**src/rtl/button_pkg.sv**
```systemverilog
// Shared constants and chord-FSM state encoding for the button conditioner.
package button_pkg;

  localparam int NUM_BTN = 4;

  typedef enum logic [1:0] {
    ST_IDLE   = 2'b00,
    ST_GATHER = 2'b01,
    ST_EMIT   = 2'b10
  } chord_state_e;

endpackage

```
**src/rtl/button_conditioner_if.sv**
```systemverilog
// Button bus: raw buttons in, debounced levels, chord strobe and FSM state out.
interface button_conditioner_if;
  import button_pkg::*;

  // No handshake: control is a single-cycle strobe with no back-pressure;
  // the consumer must sample it every cycle.
  logic [NUM_BTN-1:0] btn_raw;
  logic [NUM_BTN-1:0] pressed;
  logic [NUM_BTN-1:0] control;
  chord_state_e       state;

  modport master (output btn_raw, input pressed, input control, input state);
  modport slave  (input btn_raw, output pressed, output control, output state);
endinterface

```
**src/rtl/button_conditioner_debounce_bit.sv**
```systemverilog
// One button: 2-flop synchronizer, stability counter and debounced level.
module debounce_bit #(
  parameter int DEBOUNCE_CYCLES = 500000,
  parameter int CNT_W           = 19
) (
  input  logic clk,
  input  logic rst,
  input  logic raw_i,
  output logic level_o
);

  localparam logic [CNT_W-1:0] CNT_MAX = CNT_W'(DEBOUNCE_CYCLES - 1);

  logic             sync1_q, sync1_d;
  logic             sync2_q, sync2_d;
  logic             level_q, level_d;
  logic [CNT_W-1:0] cnt_q, cnt_d;

  always_comb begin
    sync1_d = raw_i;
    sync2_d = sync1_q;
    level_d = level_q;
    cnt_d   = '0;
    // Counter only runs while the synchronized input disagrees with the level.
    if (sync2_q != level_q) begin
      if (cnt_q == CNT_MAX) begin
        level_d = sync2_q;
      end else begin
        cnt_d = cnt_q + 1'b1;
      end
    end
  end

  always_ff @(posedge clk or posedge rst) begin
    if (rst) begin
      sync1_q <= 1'b0;
      sync2_q <= 1'b0;
      level_q <= 1'b0;
      cnt_q   <= '0;
    end else begin
      sync1_q <= sync1_d;
      sync2_q <= sync2_d;
      level_q <= level_d;
      cnt_q   <= cnt_d;
    end
  end

  assign level_o = level_q;

endmodule

```
**src/rtl/button_conditioner.sv**
```systemverilog
// Debounces four buttons and emits a one-cycle chord code once all are released.
module button_conditioner
  import button_pkg::*;
#(
  parameter int DEBOUNCE_CYCLES = 500000,
  parameter int CNT_W           = 19
) (
  input  logic                 clk,
  input  logic                 rst,
  button_conditioner_if.slave  bus
);

  logic [NUM_BTN-1:0] level;
  chord_state_e       state_q, state_d;
  logic [NUM_BTN-1:0] acc_q, acc_d;
  logic [NUM_BTN-1:0] control_q, control_d;

  for (genvar i = 0; i < NUM_BTN; i++) begin : g_btn
    debounce_bit #(
      .DEBOUNCE_CYCLES(DEBOUNCE_CYCLES),
      .CNT_W          (CNT_W)
    ) u_deb (
      .clk    (clk),
      .rst    (rst),
      .raw_i  (bus.btn_raw[i]),
      .level_o(level[i])
    );
  end

  always_comb begin
    state_d   = state_q;
    acc_d     = acc_q;
    control_d = '0;
    case (state_q)
      ST_IDLE: begin
        if (level != '0) begin
          state_d = ST_GATHER;
          acc_d   = level;
        end
      end
      ST_GATHER: begin
        acc_d = acc_q | level;
        if (level == '0) state_d = ST_EMIT;
      end
      // Presses arriving now are left for IDLE so chords never merge.
      ST_EMIT: begin
        control_d = acc_q;
        acc_d     = '0;
        state_d   = ST_IDLE;
      end
      default: begin
        state_d = ST_IDLE;
        acc_d   = '0;
      end
    endcase
  end

  always_ff @(posedge clk or posedge rst) begin
    if (rst) begin
      state_q   <= ST_IDLE;
      acc_q     <= '0;
      control_q <= '0;
    end else begin
      state_q   <= state_d;
      acc_q     <= acc_d;
      control_q <= control_d;
    end
  end

  assign bus.pressed = level;
  assign bus.control = control_q;
  assign bus.state   = state_q;

endmodule

```
**src/flat_wrapper.sv**
```systemverilog
// flat-port wrapper written by rule: the top's interface ports become plain ports
module button_conditioner_flat import button_pkg::*;
#(
  parameter int DEBOUNCE_CYCLES = 500000,
  parameter int CNT_W           = 19
)
  (clk, rst, bus_btn_raw, bus_pressed, bus_control, bus_state);
  button_conditioner_if bus_i ();
  input  logic clk;
  input  logic rst;
  input wire logic [$bits(bus_i.btn_raw)-1:0] bus_btn_raw;
  output wire logic [$bits(bus_i.pressed)-1:0] bus_pressed;
  output wire logic [$bits(bus_i.control)-1:0] bus_control;
  output wire logic [$bits(bus_i.state)-1:0] bus_state;
  assign bus_i.btn_raw = bus_btn_raw;
  assign bus_pressed = bus_i.pressed;
  assign bus_control = bus_i.control;
  assign bus_state = bus_i.state;
  button_conditioner #(.DEBOUNCE_CYCLES(DEBOUNCE_CYCLES), .CNT_W(CNT_W)) u_core (.clk(clk), .rst(rst), .bus(bus_i));
endmodule
```
**config.mk**
```make
export PLATFORM = sky130hd
export DESIGN_NAME = button_conditioner_flat
export DESIGN_NICKNAME = d
export VERILOG_FILES = /design/src/rtl/button_pkg.sv /design/src/rtl/button_conditioner_if.sv /design/src/rtl/button_conditioner_debounce_bit.sv /design/src/rtl/button_conditioner.sv /design/src/flat_wrapper.sv
export SDC_FILE = /design/constraint.sdc
export NUM_CORES = 1
export LEC_CHECK = 0
export ABC_CLOCK_PERIOD_IN_PS = 8100
export CAP_MARGIN = 20
export CORE_MARGIN = 1.5
export CORE_UTILIZATION = 40
export CTS_CLUSTER_SIZE = 24
export DETAILED_ROUTE_END_ITERATION = 7
export GPL_TIMING_DRIVEN = 0
export HOLD_SLACK_MARGIN = 0.1
export PLACE_DENSITY = 0.61
export REMOVE_ABC_BUFFERS = 1
export SYNTH_ARGS = -nofsm -noshare
export SYNTH_HDL_FRONTEND = slang
export SYNTH_SLANG_ARGS = --single-unit
```
**constraint.sdc**
```tcl
create_clock -name clk -period 8.1 [get_ports clk]
set_input_delay 1.215 -clock clk [delete_from_list [all_inputs] [get_ports clk]]
set_output_delay 1.215 -clock clk [all_outputs]
set_load 0.02 [all_outputs]
```
==> results by group <==
Synth
  – Cell area after synthesis: ~4600 µm²
  – Count leader, synth: dfrtp_1
  – Register area share after synthesis: 0.5338
  – Cells after synthesis: approximately 440
  – Post-synth EDFFs: 0
  – Average instance area after synthesis: 10.42 µm²
  – Most used DFF post-synth: dfrtp_1
  – FFs w/ async S/R, synth: 1.000
  – Top cells by area, synth: dfrtp_1 (53%), xnor2_1 (7.8%), nor2_1 (6.0%)
  – List of most frequent post-synthesis cells: dfrtp_1 (98), nor2_1 (73), xnor2_1 (41), nand3_1 (28), nand4_1 (22)
  – Cell type with the highest aggregate area in the netlist: dfrtp_1
  – Warning count from the yosys run: 0
  – Fraction of post-synthesis cell area in the top cell type by area: 0.5338
  – Count of different cell masters after synthesis: between 40 and 50
  – Flip-flop and latch count after synthesis: between 90 and 100

Floorplanning
  – Die ar.: 12,140 µm²
  – Die height: 110.2 µm
  – Ports placed on the boundary: 16
  – Area of the core: around 11,000 µm²
  – Number of core rows: 38
  – Die X: about 110 µm
  – Initial cell density of the core: 0.4165

STA
  – Final hold violation count: 0
  – Fin crit share: 0.3298
  – Highest achievable clock rate: about 370 MHz
  – Max-Slew Margin vs Limit: 0.3620
  – Setup TNS: 0 ns
  – Number of slew-limit violations in the final report: 0
  – Worst-case clock skew: 0.005476 ns
  – Final critical path time including I/O delays and setup: ~2.7 ns
  – Setup violation total in the final timing report: 0
  – Unrepaired setup endpoints after global routing: no
  – Transition at the pin with the smallest max-transition slack: 0.9537 ns

Detailed routing
  – Violation count after the first detailed-routing iteration: 97
  – 1st-pass router iterations: 6
  – Routed Antenna Nets: 0
  – Total routed wirelength: 8473 µm
  – Vias: 3,199
  – Post-DR vias/cell: between 5 and 6
  – Average wire length per cell after detail routing: 14.10 µm
  – Residual DRC count: 0

Global route
  – Global-route usage over all layers: 0.1621
  – Global route total overflow: 0
  – Gr busiest metal: met2
  – Met1 track demand over resource: 0.2199
  – Met3 routing resource usage after global routing: 0.04703
  – Antenna violations before repair: 0
  – Pin count of the biggest net entering global routing: a little over 70
  – Global-route wire length before repair: 15,350 µm
  – Met2 usage in global routing: 0.2591
  – Vias in the first global route: 3,218

CTS
  – Number of buffers added for setup after CTS: 0
  – Clock Sink Count: 98
  – Clock latency reported for the late side of the worst-skew pair: 0.34 ns
  – Level count of the clock H-tree: 3
  – CTS Buf Count: 9
  – Maximum clock path buffer count: 2
  – Clock tree from TritonCTS: built
  – Clock transition at the register clock pins on the worst setup and hold paths after CTS: 0.07 ns
  – # hold bufs at CTS: 0
  – # resized after CTS: 0
  – Root Buffer: clkbuf_16

Worst setup path
  – Crit. End Element: output pin
  – Number of buffer and inverter stages on the critical path: 1
  – Peak fanout along the critical path: 5
  – Worst path required time: 6.88 ns
  – Cell family with most CP delay: buffers and inverters
  – Startpoint type of the worst setup path: flop
  – Biggest cell delay along the critical path: between 0.6 and 0.7 ns
  – Data arrival time of the critical path: 1.46 ns
  – Slowest stage cell, crit path: clkdlybuf4s50_1
  – Critical path start-end classification: flop to output pin
  – Critical path, cell by cell: clkdlybuf4s50_1

Worst hold path
  – Classification of the worst-slack hold path: flop to flop

Layout
  – Area grow syn2layout: 13.43%
  – ANT cells: 0
  – Post-route design area: 5211 µm²
  – Final net count: around 470
  – Share of cells above drive strength 1: 0.07592

Placed design
  – Final estimated routing congestion in global placement: 0.8191
  – Number of buffer cells added on primary ports: 15
  – Total placed instance area: 4876 µm²
  – DP Wirelength: 5696 µm

Pwr
  – Peak VDD IR: about 0.18 mV
  – Leakage power: ~2.1 nW
  – Power density over the cells: roughly 190 nW/µm²

Run status
  – Run status: completed

Run
  – Max Cap Violations: 0
[flip-flops by register name (all words and copies together) (netlist names)]
name / count
u_core.g_btn.u_deb.cnt_q: 76
u_core.bus.state: 2
u_core.bus.control: 4
u_core.acc_q: 4
u_core.g_btn.u_deb.sync2_q: 4
u_core.g_btn.u_deb.sync1_q: 4
u_core.g_btn.u_deb.level_o: 4
[worst paths after layout]
path / startpoint / cells after the start / end / slack [ns]
max in group asynchronous: rst / 3 / u_core.bus.control[1]$_DFF_PP0_ / 6.22
min in group asynchronous: rst / 2 / u_core.g_btn[0].u_deb.cnt_q[8]$_DFF_PP0_ / 1.21
hold reg to reg: u_core.g_btn[0].u_deb.sync1_q$_DFF_PP0_ / 0 / u_core.g_btn[0].u_deb.sync2_q$_DFF_PP0_ / 0.35
hold / removal: u_core.g_btn[0].u_deb.sync1_q$_DFF_PP0_ / 0 / u_core.g_btn[0].u_deb.sync2_q$_DFF_PP0_ / 0.35
setup reg to reg: u_core.g_btn[3].u_deb.cnt_q[0]$_DFF_PP0_ / 5 / u_core.g_btn[3].u_deb.cnt_q[5]$_DFF_PP0_ / 5.82
setup / recovery: u_core.g_btn[1].u_deb.level_o$_DFFE_PP0P_ / 1 / bus_pressed[1] / 5.43
[metrics by stage]
stage | setup WS, ns | instances | utilization | total power, mW | hold WS, ns
3_3_place_gp | 2.858 | 583 | 0.4393 | 0.5416 | 0.3343
2_1_floorplan | 4.323 | 428 | - | 0.5318 | 0.3312
3_5_place_dp | 5.656 | 584 | 0.4420 | 0.5444 | 0.3389
6_report | 5.429 | 601 | 0.4724 | 0.9977 | 0.3512
5_1_grt | 5.366 | 601 | 0.4724 | 1.040 | 0.3567
4_1_cts | 5.412 | 600 | 0.4718 | 1.014 | 0.3544
[layout make-up]
class / instances / area (µm²)
Fill cell: 1054 / 5819
Sequential cell: 98 / 2452
Multi-Input combinational cell: 316 / 2016
Clock buffer: 10 / 239.0
Timing Repair Buffer: 17 / 185.2
Tap cell: 140 / 175.2
Clock inverter: 6 / 88.84
Inverter: 14 / 55.05
[where the power goes]
| group | total (mW) | internal (mW) | switching, mW |
|---|---|---|---|
| clock network | 0.464 | 0.279 | 0.184 |
| registers | 0.503 | 0.496 | 0.00674 |
| logic | 0.0313 | 0.00999 | 0.0213 |
| total | 0.998 | 0.786 | 0.212 |
[cell usage in the layout, fill, tap and decap left out, types with 4 or more instances in the layout]
| cell type | synthesis | routed |
|---|---|---|
| a22o_1 | 4 | 4 |
| nor2_1 | 73 | 73 |
| nor3_1 | 15 | 15 |
| nand4_1 | 22 | 22 |
| or3_1 | 6 | 6 |
| a21oi_1 | 9 | 9 |
| clkdlybuf4s50_1 | 0 | 15 |
| inv_1 | 14 | 13 |
| nor4_1 | 21 | 21 |
| ha_1 | 4 | 4 |
| dfrtp_1 | 98 | 98 |
| mux2_2 | 4 | 4 |
| and2_1 | 8 | 8 |
| o31ai_1 | 4 | 4 |
| xnor2_1 | 41 | 41 |
| clkbuf_16 | 0 | 9 |
| nand3_1 | 28 | 28 |
| nand2_1 | 16 | 16 |
| and4_1 | 5 | 5 |
| xor2_1 | 21 | 21 |
| or4_1 | 5 | 5 |
[logic make-up (layout without fill, tap and decap cells)]
kind of cell | Yosys count | count (layout) | synth area share
mux | 6 | 6 | 0.01416
xor+xnor | 62 | 62 | 0.1182
compound gates | 26 | 26 | 0.04330
buf+inv | 27 | 47 | 0.02751
simple gates | 218 | 218 | 0.2522
fa+ha+maj | 4 | 4 | 0.01089
flops | 98 | 98 | 0.5338
[metal layers]
| metal | up-vias | wire length [µm] |
|---|---|---|
| li1 | 1577 | - |
| met1 | 1571 | 4005 |
| met2 | 43 | 4095 |
| met3 | 8 | 277 |
| met4 | 0 | 94 |
| met5 | - | 0 |
No activity file was read; power rests on OpenSTA's default activity.
